===== src/rtl/keypad_scanner.sv =====
// rtl/keypad_scanner.sv - 4x4 matrix keypad column scanner with debounce
//
// Purpose: drives keypad columns one at a time, synchronises and debounces
// the row lines and reports one {row, column} code per press/release cycle.
//
// Ports:
//   Clock    in   system clock, rising edge
//   Reset    in   asynchronous active-high reset
//   Row      in   [3:0] keypad rows, active-low, asynchronous to Clock
//   Col      out  [3:0] column drive, active-low one-hot
//   KeyCode  out  [3:0] {row index, column index} of the last accepted key
//   KeyValid out  one-clock pulse when a new key is accepted
//   KeyDown  out  high from acceptance until release is debounced
module keypad_scanner #(
  parameter int SCAN_DIV = 1000,
  parameter int DEBOUNCE = 50000
) (
  input  logic       Clock,
  input  logic       Reset,
  input  logic [3:0] Row,
  output logic [3:0] Col,
  output logic [3:0] KeyCode,
  output logic       KeyValid,
  output logic       KeyDown
);

  localparam int DW = (SCAN_DIV > 1) ? $clog2(SCAN_DIV) : 1;
  localparam int SW = (DEBOUNCE > 1) ? $clog2(DEBOUNCE) : 1;
  localparam logic [DW-1:0] DWELL_LAST = DW'(SCAN_DIV - 1);
  localparam logic [SW-1:0] PRESS_LAST = SW'(DEBOUNCE - 1);
  // The HELD cycle that first sees all rows high is the first stable clock of
  // a release, so RELEASE needs one fewer count than DEBOUNCE.
  localparam logic [SW-1:0] REL_LAST   = SW'(DEBOUNCE - 2);

  typedef enum logic [1:0] {ST_SCAN, ST_DEBOUNCE, ST_HELD, ST_RELEASE} state_t;

  state_t        state, state_n;
  logic [3:0]    row_meta, row_s;
  logic [DW-1:0] dwell, dwell_n;
  logic [SW-1:0] stab, stab_n;
  logic [1:0]    col_idx, col_n;
  logic [3:0]    cap_row, cap_n;
  logic [3:0]    code_n;
  logic          valid_n, down_n;

  function automatic logic single_low(input logic [3:0] v);
    return (v == 4'b1110) || (v == 4'b1101) || (v == 4'b1011) || (v == 4'b0111);
  endfunction

  function automatic logic [1:0] low_index(input logic [3:0] v);
    logic [1:0] idx;
    idx = 2'd0;
    case (v)
      4'b1101: idx = 2'd1;
      4'b1011: idx = 2'd2;
      4'b0111: idx = 2'd3;
      default: idx = 2'd0;
    endcase
    return idx;
  endfunction

  assign Col = ~(4'b0001 << col_idx);

  always_ff @(posedge Clock or posedge Reset) begin
    if (Reset) begin
      row_meta <= 4'hF;
      row_s    <= 4'hF;
      state    <= ST_SCAN;
      dwell    <= '0;
      stab     <= '0;
      col_idx  <= 2'd0;
      cap_row  <= 4'hF;
      KeyCode  <= 4'b0000;
      KeyValid <= 1'b0;
      KeyDown  <= 1'b0;
    end else begin
      row_meta <= Row;
      row_s    <= row_meta;
      state    <= state_n;
      dwell    <= dwell_n;
      stab     <= stab_n;
      col_idx  <= col_n;
      cap_row  <= cap_n;
      KeyCode  <= code_n;
      KeyValid <= valid_n;
      KeyDown  <= down_n;
    end
  end

  always_comb begin
    state_n = state;
    dwell_n = dwell;
    stab_n  = stab;
    col_n   = col_idx;
    cap_n   = cap_row;
    code_n  = KeyCode;
    valid_n = 1'b0;
    down_n  = KeyDown;
    case (state)
      ST_SCAN: begin
        if (dwell == DWELL_LAST) begin
          dwell_n = '0;
          if (single_low(row_s)) begin
            // Column stays put so the debounce watches the same key.
            cap_n   = row_s;
            stab_n  = '0;
            state_n = ST_DEBOUNCE;
          end else begin
            col_n = col_idx + 2'd1;
          end
        end else begin
          dwell_n = dwell + 1'b1;
        end
      end
      ST_DEBOUNCE: begin
        if (row_s == cap_row) begin
          if (stab == PRESS_LAST) begin
            state_n = ST_HELD;
            code_n  = {low_index(cap_row), col_idx};
            valid_n = 1'b1;
            down_n  = 1'b1;
          end else begin
            stab_n = stab + 1'b1;
          end
        end else begin
          col_n   = col_idx + 2'd1;
          dwell_n = '0;
          stab_n  = '0;
          state_n = ST_SCAN;
        end
      end
      ST_HELD: begin
        // Extra keys in this column only change row_s; only all-high matters.
        if (row_s == 4'hF) begin
          stab_n  = '0;
          state_n = ST_RELEASE;
        end
      end
      ST_RELEASE: begin
        if (row_s == 4'hF) begin
          if (stab == REL_LAST) begin
            down_n  = 1'b0;
            col_n   = col_idx + 2'd1;
            dwell_n = '0;
            stab_n  = '0;
            state_n = ST_SCAN;
          end else begin
            stab_n = stab + 1'b1;
          end
        end else begin
          state_n = ST_HELD;
        end
      end
      default: state_n = ST_SCAN;
    endcase
  end

endmodule

===== config.mk =====
export PLATFORM = sky130hd
export DESIGN_NAME = keypad_scanner
export DESIGN_NICKNAME = d
export VERILOG_FILES = /design/src/rtl/keypad_scanner.sv
export SDC_FILE = /design/constraint.sdc
export NUM_CORES = 1
export LEC_CHECK = 0
export CAP_MARGIN = 20
export CORE_AREA = 2 2 72 74
export CTS_CLUSTER_DIAMETER = 80
export DETAILED_ROUTE_END_ITERATION = 16
export DIE_AREA = 0 0 74 76
export PLACE_DENSITY = 0.76
export SLEW_MARGIN = 40
export SYNTH_ARGS = -nofsm -noshare
export SYNTH_HDL_FRONTEND = slang
export SYNTH_SLANG_ARGS = --single-unit

===== constraint.sdc =====
create_clock -name Clock -period 2.4 [get_ports Clock]
set_input_delay 0.48 -clock Clock [delete_from_list [all_inputs] [get_ports Clock]]
set_output_delay 0.48 -clock Clock [all_outputs]
set_load 0.05 [all_outputs]

# Word level (Yosys, flattened, before mapping)
# Index checks and enable logic that the tools add are counted.
# word_totals
ff_bits	48
in_bits	6
output_inout_bits	10
wordCells	91
# classes
n_addsub	3
bitwise	1
eq_ne	27
mux	36
n_shift	1
n_reduce_logical	13
# ops
operator	count
16-bit two-way mux	7
16-bit one-hot mux with 4 select lines	1
10-bit two-way mux	4
16-bit == test (second input constant)	2
10-bit one-hot mux with 3 select lines	1
4-bit == test (second input constant)	6
2-bit two-way mux	12
2-bit != test (second input constant)	9
16-bit by 1-bit adder with 16-bit output (second input constant)	1
5-bit AND reduction	3
2-bit one-hot mux with 3 select lines	2
10-bit by 1-bit adder with 10-bit output (second input constant)	1
10-bit == test (second input constant)	1
3-bit != test (second input constant)	3
4-bit by 3-bit == test with 1-bit output (second input constant)	2
2-bit one-hot mux with 4 select lines	1
1-bit two-way mux	7
3-bit AND reduction	2
6-bit AND reduction	1
2-bit == test (second input constant)	2
4-bit == test	1
4-bit inverter	1
4-bit AND reduction	1
1-bit by 2-bit << shifter with 4-bit output (first input constant)	1
7 further kinds	9

# Logic depth before layout (Yosys ltp)
# depth
depth_word	7
ltp_mapped	10
mapped_depth_nobuf	8

# Worst setup path before layout
# No wires, ideal clock.
# synth_timing
path_kind	register to register
start	register stab[11]
end	register stab[7]
setup_ps	126
required_time_ps	2274
slack_ps	25
period_less_slack_ps	2375
path_stages_with_launch	8
arrival_time_ps	2249
n_path_buf	1
cell_sequence	dfrtp_1 -> or4b_4 -> or4_4 -> nand3_2 -> o22ai_2 -> buf_6 -> and3_1 -> a221o_1
# synth_via
elab_chain_cells	4
elab_cells_between_ends	7
classes_between	3 x eq/ne; 3 x mux; 1 x reduce/logical
# synth_lines
item	line_no	text
start: declaration	40	logic [SW-1:0] stab, stab_n;
start signal: assignment	81	stab <= stab_n;
16-bit == test	141	if (stab == REL_LAST) begin
16-bit two-way mux	141	
16-bit two-way mux	140	if (row_s == 4'hF) begin
16-bit one-hot mux with 4 select lines	99	case (state)
# Parallel ways exist; a longest one is shown, timed or not. The select of a mux whose other input is x is not followed.
# A chain may end at the register's enable or synchronous reset.

# Worst setup path after layout
# layout_timing
start	register stab[12]
end	register dwell[7]
# layout_via
elab_chain_cells	3
# layout_lines
item	line_no	text
16-bit == test	141	
2-bit != test (no line)	--	
4-bit AND reduction (no line)	--	
end signal: assignment	80	dwell <= dwell_n;
end: declaration	39	logic [DW-1:0] dwell, dwell_n;
# No other way between the ends.

==> results.md <==
- Final hold vios: 0
- Slew margin rel.: 58.72%
- Hold buffers post-CTS: 0
- Crit-path max cell delay: 0.58 ns
- Area of the multi-input gates: 0.001241 sq mm
- Syn_area_per_cell: 9.486 sq um
- Final worst slack: -0.007008 ns
- Failing checks: setup timing
- Cell area after synthesis: 0.002514 sq mm
- Total core area: 0.004912 sq mm
- Skew final: 0.007685 ns
- DR WL/cell: 13.71 um
- Worst slew pin tran: 0.6164 ns
- Antenna cells: 0
- Pwr/cell area: 458.1 mW/mm^2
- CTS Buf Count: 5
- Register area share after synthesis: 48.38%
- Min-Delay Path Class: reg -> reg
- Status: complete, but fails checks
- Syn. warnings: 0
- Synth Flop Type: dfrtp_1
- Synth Register Bits: 48
- Vias in the first global route: 1,901
- Async SR Flop Fraction: 100.0%
- Fillcell total: 438
- Final Cycle Share: 100.3%
- Setup TNS: -0.01430 ns
- Htree depth: 2
- Share of cells above drive strength 1: 22.70%
- Critical path arrival: 2.60 ns
- First-pass GRT wire length: 8694 um
- Site row count: 26
- DP HPWL: 3690 um
- Total power: 0.001418 W
- Vert. Die Dim: 76 um
- CP max-delay cell: or4_4
- CP Max Fanout: 8
- Io pins: 16
- Leak: 1.386 nW
- Pins over their slew limit: 0
- Fmax: 415.5 MHz
- Largest net degree at the start of global routing: 47
- VDD IR max: 0.3823 mV
- Initial antenna violation count: 0
- CTS max path bufs: 2
- Setup-failing EPs final: 3
- Vias per std cell: 5.532
- DIE AREA: 0.005624 sq mm
- Crit path kind: reg -> reg
- Critical path capture point type: flip-flop
- Starting Density: 51.17%
- Cell count after synthesis: 265
- IO Port Bufs: 15
- Crit path time final: 2.407 ns
- Worst-Skew Late Latency: 0.31 ns
- GRT Util Overall: 19.42%
- Post-Route WL: 5126 um
- CTS Sinks: 48
- Clock-pin slew on the worst setup and hold paths: 0.09 ns
- Post-Layout Cell Count: 374
- Net Count, Synth: 278
- Gp weighted congestion: 0.8412
- DRC viols: 0
- Clk root buf: clkbuf_8
- Layout Area Growth over Synthesis: 23.15%
- CP Data Required Time: 2.59 ns
- Crit path launch type: flip-flop
- Commonest non-fill, non-tap cell in the layout: dfrtp_1
- RSZ-0062 raised after global routing: yes
- First-pass detailed-route iteration total: 5
- Die width: 74 um
- Unique masters post-synth: 51
- Post-detailed-route count of antenna-violating nets: 0
- TritonCTS clock tree: built
- Hold_ws: 0.3608 ns
- DR iter-0 viols: 116
- Post-Place Cells: 364
- Grt ovf: 0
- Worst path cell trace: or4b_4 > or4_4 > o31ai_4 > nand2_2 > buf_6 > o21ai_2 > o31ai_1
- Total number of vias: 2,069
- Fin nets: 316
- Most frequent cells in the layout: dfrtp_1, nand2_1, buf_4, inv_1, o21ai_0
- Post-synth EDFFs: 0
- Max cap viols: 0
- Seq. cell area: 0.001216 sq mm
[area by class of cell]
cell class                      instances  area share, %
Clock inverter                          2         0.4850
Sequential cell                        48          39.29
Multi-Input combinational cell        188          40.10
Timing Repair Buffer                   40          11.84
Tap cell                               70          2.829
Clock buffer                            6          3.032
Inverter                               20          2.425
[synth_stat cells, drive strengths merged, types with 5 or more instances]
cell type  instances  area [sq um]
nand4             10         62.56
dfstp             12         315.3
dfrtp             36         900.9
o21ai             24         120.1
xor2               6         52.55
nand3             16         85.08
clkbuf             5         18.77
ha                 7         87.58
a21oi             11         55.05
nor2              14         52.55
nor3               5         25.02
inv               20         75.07
a31oi             11         68.82
nand2             31         116.4
and3               8         50.05
[state kept, by name, summed over array words and instances, names as in the netlist, 2 cells and up]
register  flops
KeyCode       4
cap_row       4
col_idx       2
dwell        10
row_meta      4
row_s         4
stab         16
state         2
[logic make-up (layout without fill, tap and decap cells)]
group                      count (synthesis)  count (layout)  share of synthesized area, %
AOI/OAI and AO/OA                         66              66                         17.22
xor gates and xnor gates                   8               8                         2.788
adders and majority gates                  7               7                         3.484
buffers and inverters                     29              68                         4.778
DFF                                       48              48                         48.38
muxes                                      4               4                         1.792
and+or+nand+nor                          103             103                         21.55
[where the power goes]
group / switching, W / internal, W / total (W)
clock: 0.000281 / 0.000273 / 0.000553
sequential: 0.00000675 / 0.000821 / 0.000828
combinational: 0.0000210 / 0.0000157 / 0.0000368
total: 0.000308 / 0.00111 / 0.00142
[worst max-delay path, delay by kind of cell, from the launching register on]
family	cells	cell delay, ns
buffers and inverters	1	0.16
AOI/OAI and AO/OA	3	0.51
DFF	1	0.39
and+or+nand+nor	3	1.23
[repair_timing]
action / in CTS / in global routing
resized for setup: 1 / 20
pin swaps: 0 / 12
setup endpoints to repair: 7 / 24
setup buffers: 0 / 2
[per-stage QoR]
stage	area, sq um	setup slack, ns	utilization [%]
after floorplan	2514	0.02510	-
after global placement	2892	0.01912	58.86
after detailed placement	2892	-0.01759	58.86
after CTS	3004	0.003795	61.16
after global routing	3095	-0.09087	63.02
final	3095	-0.007008	63.02
[routing by layer]
layer  up-vias  GRT usage [%]  part of all wire, %
met2        53          29.64                   48
met1       979          27.23                   46
li1       1029              -                    -
met3         8          3.968                  4.0
met4         0          6.909                  1.9
met5         -              0                    0
[final timing paths]
check / startpoint / depth (start not counted) / slack (ns) / to
hold / removal: row_meta[2]$_DFF_PP1_ / 0 / 0.36 / row_s[2]$_DFF_PP1_
setup / recovery: stab[12]$_DFFE_PP0P_ / 7 / -0.007 / dwell[7]$_DFFE_PP0P_
setup reg to reg: stab[12]$_DFFE_PP0P_ / 7 / -0.007 / dwell[7]$_DFFE_PP0P_
hold reg to reg: row_meta[2]$_DFF_PP1_ / 0 / 0.36 / row_s[2]$_DFF_PP1_
min in group asynchronous: Reset / 2 / 0.52 / row_meta[2]$_DFF_PP1_
max in group asynchronous: Reset / 3 / 1.59 / row_meta[0]$_DFF_PP1_
Power figures use the tool's default switching activity.
